`src/rtl/handshake_arb_pkg.sv`:
```
// Shared constants, source-index type and pointer wrap helper for the handshake arbiter.
// No logic of its own; imported by the picker and the arbiter top.
// Backpressure: not applicable.
package handshake_arb_pkg;

    localparam int N_DEF     = 3;
    localparam int WIDTH_DEF = 4;
    localparam int SRC_W_DEF = $clog2(N_DEF);

    typedef logic [SRC_W_DEF-1:0] src_t;

    // Explicit compare instead of modulo so non-power-of-two N wraps cleanly.
    function automatic int next_ptr(input int idx, input int n);
        return (idx == n - 1) ? 0 : idx + 1;
    endfunction

endpackage

```
`src/rtl/handshake_rr_pick.sv`:
```
// Rotate-priority picker: first set req bit at or above ptr, wrapping modulo N.
// Latency: purely combinational, zero cycles.
// Backpressure: none; the caller gates the grant.
module handshake_rr_pick #(
    parameter int N     = 3,
    parameter int SRC_W = $clog2(N)
) (
    input  logic [N-1:0]     req,
    input  logic [SRC_W-1:0] ptr,
    output logic [SRC_W-1:0] grant_idx,
    output logic             grant_vld
);

    int idx;

    // Scan from farthest to nearest so the nearest match to ptr is written last.
    always_comb begin
        grant_idx = '0;
        grant_vld = 1'b0;
        idx       = 0;
        for (int k = N - 1; k >= 0; k--) begin
            idx = int'(ptr) + k;
            if (idx >= N) begin
                idx = idx - N;
            end
            if (req[idx]) begin
                grant_vld = 1'b1;
                grant_idx = SRC_W'(idx);
            end
        end
    end

endmodule

```
`src/rtl/handshake_rr_arbiter.sv`:
```
// Round-robin arbiter sharing one OR/AND-reduce output register among N ready/valid requesters.
// Latency: 1 cycle from input handshake to out_valid; 1 word/cycle while out_ready is high.
// Backpressure: out_valid && !out_ready holds the register and drops every in_ready. HANDSHAKE_ARB_ASSERT_EN adds checks.
module handshake_rr_arbiter
    import handshake_arb_pkg::*;
#(
    parameter int N     = N_DEF,
    parameter int WIDTH = WIDTH_DEF,
    parameter int SRC_W = $clog2(N)
) (
    input  logic               CLK,
    input  logic               ASYNCRESETN,
    input  logic [N-1:0]       in_valid,
    output logic [N-1:0]       in_ready,
    input  logic [N*WIDTH-1:0] in_data,
    output logic               out_valid,
    input  logic               out_ready,
    output logic [WIDTH-1:0]   out_data,
    output logic [SRC_W-1:0]   out_src,
    output logic               out_orr,
    output logic               out_andr
);

    logic [SRC_W-1:0] ptr;
    logic [SRC_W-1:0] pick_idx;
    logic             pick_vld;
    logic             free;
    logic             xfer;
    logic [WIDTH-1:0] pick_data;

    handshake_rr_pick #(
        .N     (N),
        .SRC_W (SRC_W)
    ) u_pick (
        .req       (in_valid),
        .ptr       (ptr),
        .grant_idx (pick_idx),
        .grant_vld (pick_vld)
    );

    assign free      = !out_valid || out_ready;
    // The reset input arrives already synchronised upstream, so it doubles as the grant enable.
    assign xfer      = ASYNCRESETN && free && pick_vld;
    assign pick_data = in_data[pick_idx*WIDTH +: WIDTH];

    always_comb begin
        in_ready = '0;
        if (xfer) begin
            in_ready[pick_idx] = 1'b1;
        end
    end

    always_ff @(posedge CLK or negedge ASYNCRESETN) begin
        if (!ASYNCRESETN) begin
            ptr       <= '0;
            out_valid <= 1'b0;
            out_data  <= '0;
            out_src   <= '0;
            out_orr   <= 1'b0;
            out_andr  <= 1'b0;
        end else if (xfer) begin
            ptr       <= SRC_W'(next_ptr(int'(pick_idx), N));
            out_valid <= 1'b1;
            out_data  <= pick_data;
            out_src   <= pick_idx;
            out_orr   <= |pick_data;
            out_andr  <= &pick_data;
        end else if (out_valid && out_ready) begin
            out_valid <= 1'b0;
        end
    end

`ifdef HANDSHAKE_ARB_ASSERT_EN
    logic [3:0] starve_cnt [N];

    always_ff @(posedge CLK or negedge ASYNCRESETN) begin
        if (!ASYNCRESETN) begin
            for (int i = 0; i < N; i++) starve_cnt[i] <= '0;
        end else begin
            for (int i = 0; i < N; i++) begin
                if (!in_valid[i] || in_ready[i]) begin
                    starve_cnt[i] <= '0;
                end else if (xfer) begin
                    starve_cnt[i] <= starve_cnt[i] + 4'd1;
                end
            end
        end
    end

    a_onehot_ready: assert property (@(posedge CLK) disable iff (!ASYNCRESETN)
        $onehot0(in_ready));
    a_hold_stable: assert property (@(posedge CLK) disable iff (!ASYNCRESETN)
        out_valid && !out_ready |=> out_valid && $stable(out_data) && $stable(out_src));
    a_reduce: assert property (@(posedge CLK) disable iff (!ASYNCRESETN)
        out_valid |-> (out_orr === |out_data) && (out_andr === &out_data));

    for (genvar g = 0; g < N; g++) begin : g_fair
        a_fair: assert property (@(posedge CLK) disable iff (!ASYNCRESETN)
            starve_cnt[g] < 4'(N));
    end
`endif

endmodule

```
`config.mk`:
```
export PLATFORM = sky130hd
export DESIGN_NAME = handshake_rr_arbiter
export DESIGN_NICKNAME = d
export VERILOG_FILES = /design/src/rtl/handshake_arb_pkg.sv /design/src/rtl/handshake_rr_pick.sv /design/src/rtl/handshake_rr_arbiter.sv
export SDC_FILE = /design/constraint.sdc
export NUM_CORES = 1
export LEC_CHECK = 0
export ABC_AREA = 0
export ABC_CLOCK_PERIOD_IN_PS = 4200
export CORE_MARGIN = 10
export CORE_UTILIZATION = 46
export DETAILED_ROUTE_END_ITERATION = 10
export PLACE_DENSITY = 0.81
export SLEW_MARGIN = 20
export SYNTH_ARGS = -nofsm -noshare
export SYNTH_HDL_FRONTEND = slang
export SYNTH_SLANG_ARGS = --single-unit
```
`constraint.sdc`:
```
create_clock -name CLK -period 4.2 [get_ports CLK]
set_input_delay 0.84 -clock CLK [delete_from_list [all_inputs] [get_ports CLK]]
set_output_delay 0.84 -clock CLK [all_outputs]
set_load 0.05 [all_outputs]
```
==> out/metrics.yaml <==
synthesis:
  yosysMostFrequentCell: "dfrtp_1"
  syn_area_per_cell_sq_um: 9.494
  ys.flop_type: "dfrtp_1"
  synth_seq_cells: 11
  ys_seq_area_frac: 0.3411
  synth-edff-count: 0
  synth_nets: 106
  synth_top_cells_by_count: "11 x dfrtp_1, 8 x nand2_1, 8 x nor2_1"
  yosysUniqueCellTypes: 31
  async_reset_ff_frac: 1.000
  yosys-top-cells-area: "dfrtp_1 34%, mux2i_1 6.2%, mux2_1 5.6%"
  synth_cells: 85
  synth_top_area_share: 0.3411
  yosysWarningCount: 0
  synth_area_leader_cell: "dfrtp_1"
  syn_area_sq_um: 807.0
sta:
  slew_viol_final: 0
  fin_crit_sh: 0.8791
  finalHoldViolations: 0
  fin_setup_tns_ns: 0
  relSlewSlack: 0.6004
  layout_min_cycle_time_ns: 3.692
  tightest_slew_ns: 0.5980
  max_freq_mhz: 270.8
  setup_viol: 0
  rsz0062_at_grt: "no"
  fin_skew_ns: 0.001676
critical_path:
  ff2ff_path_depth: 10
  crit_path_cell_trace: "clkdlybuf4s50_1, nand2_1, a21oi_1, a21oi_1, o211ai_1, nand3_1, nor3b_1, buf_12"
  r2r_start: "ptr[1]"
  cp-startpoint: "in_valid[1]"
  critPathMostFrequentCell: "a21oi_1"
  reg2reg_to: "out_orr"
  crit_slowest_cell: "clkdlybuf4s50_1"
  criticalPathCategory: "input pin to primary output"
  slowest_delay_ns: 0.59
  crit_path_start_kind: "input pin"
  critPathRequiredTime_ns: 3.36
  cp.arrival_ns: 2.85
  end_kind: "primary output"
  reg2reg_slack_ns: 1.64
  cp_max_fo: 5
global_route:
  track_usage: 0.1169
  grt_max_degree: 16
  grt_pass1_wl_microns: 3401
  antenna_found_initial: 0
  grt_pass1_vias: 738
  grt-ovfl-total: 0
min_path:
  holdPathEnd: "out_src[0]"
  whs_path_depth: 1
  min_from: "out_src[0]"
  hold_path_class: "flip-flop to flip-flop"
clock_tree:
  h-tree-depth: 1
  cts_sinks: 11
  cts_max_path_buffers: 2
  cts-resized-gates: 0
  root_buffer: "clkbuf_4"
  clk_latency_ns: 0.27
  cts_made_buffers: 3
  hold_buffers: 0
  clkTransAtPathRegs_ns: 0.07
  cts_tree: "done"
  postCtsSetupBuffers: 0
detailed_routing:
  wire_per_inst_microns: 15.13
  wl_met3_microns: 193
  ant_nets: 0
  dr_wl_met2_microns: 1022
  vias_per_cell: 5.274
  drtPass1Iterations: 4
  drc_errors: 0
  dr.first_iter.drc_count: 10
  wirelength_microns: 2043
  num_vias: 712
  wl_met1_microns: 804
  top_layer: "met4"
power:
  vdd_ir_drop_max_uv: 497.9
  power.leakage_nw: 0.5120
  power.density_mw_per_mm2: 831.9
  power_mw: 0.9774
place:
  io_buffers: 29
  place_hpwl_microns: 1715
  gp_congestion: 0.8069
die:
  start_util: 0.4778
  core_area_sq_mm: 0.001689
  dieArea_sq_mm: 0.003830
  io_pins: 30
  die_x_microns: 61.89
  rows: 15
  die_h_microns: 61.89
run:
  max-cap-violations: 0
finish:
  finalNetCount: 140
  fillCellCount: 147
  antennaDiodeCount: 0
  area_growth_pct: 45.58
  layout-drive-gt1-share: 0.1780
run_status:
  status: "finished clean"
==> metal layers <==
layer	global-route usage	vias to the layer above
met2	0.1742	15
met5	0	-
met4	0.06369	0
met3	0.05488	4
li1	-	365
met1	0.1351	328
==> critical path, delay by kind of cell <==
kind	cells	cell delay [ns]
buffers and inverters	2	0.80
and+or+nand+nor	3	0.77
AOI/OAI and AO/OA	3	0.43
==> power breakdown <==
part,total (mW),switching [mW],internal [mW]
Combinational,0.723,0.434,0.289
Clock,0.0711,0.0343,0.0368
Sequential,0.183,0.0263,0.157
Total,0.977,0.495,0.482
==> worst max path at each step <==
stage	to
after floorplan	in_ready[1]
after global placement	in_ready[1]
after detailed placement	in_ready[1]
after CTS	in_ready[1]
after global routing	in_ready[1]
final	in_ready[1]
==> stage by stage <==
step / hold slack (ns) / utilization / worst slack (ns) / cells / instance area [sq um]
CTS: 0.4936 / 0.6956 / 0.4926 / 135 / 1175
finish: 0.4902 / 0.6956 / 0.5078 / 135 / 1175
floorplan: 0.5001 / - / 0.5344 / 85 / 807.0
global route: 0.5372 / 0.6956 / 0.3151 / 135 / 1175
global placement: 0.4611 / 0.6800 / 0.6108 / 131 / 1149
detailed placement: 0.4750 / 0.6800 / 0.5137 / 131 / 1149
==> state kept, by name, indices dropped and copies added, names as in the netlist <==
register,cells
ptr,2
out_src,2
out_valid,1
out_orr,1
out_data,4
out_andr,1
==> cell type report <==
cell class                 instances  area, sq um  area share
sequential                        11        275.3      0.2343
multi-input combinational         64        479.2      0.4079
tap                               17        21.27     0.01810
timing repair buffer              33        350.3      0.2982
inverter                           6        22.52     0.01917
clock buffer                       4        26.28     0.02236
==> kinds of logic (layout without fill, tap and decap cells) <==
family          after synthesis  in the layout  synth area share
buf+inv                      10             43           0.06512
flops                        11             11            0.3411
fa+ha+maj                     3              3           0.04652
compound gates               24             24            0.2279
mux                          10             10            0.1457
simple gates                 27             27            0.1737
==> placed cells by master (no fill, tap or decap), types with 3 or more instances in the layout <==
master	instances
clkdlybuf4s50_1	26
buf_4	4
buf_12	3
nand2_1	8
nand2b_1	3
a21oi_2	4
mux2i_1	5
inv_1	6
clkbuf_4	3
a21oi_1	4
nor2_1	8
dfrtp_1	11
ha_1	3
mux2_1	4
Power figures use the tool's default switching activity.
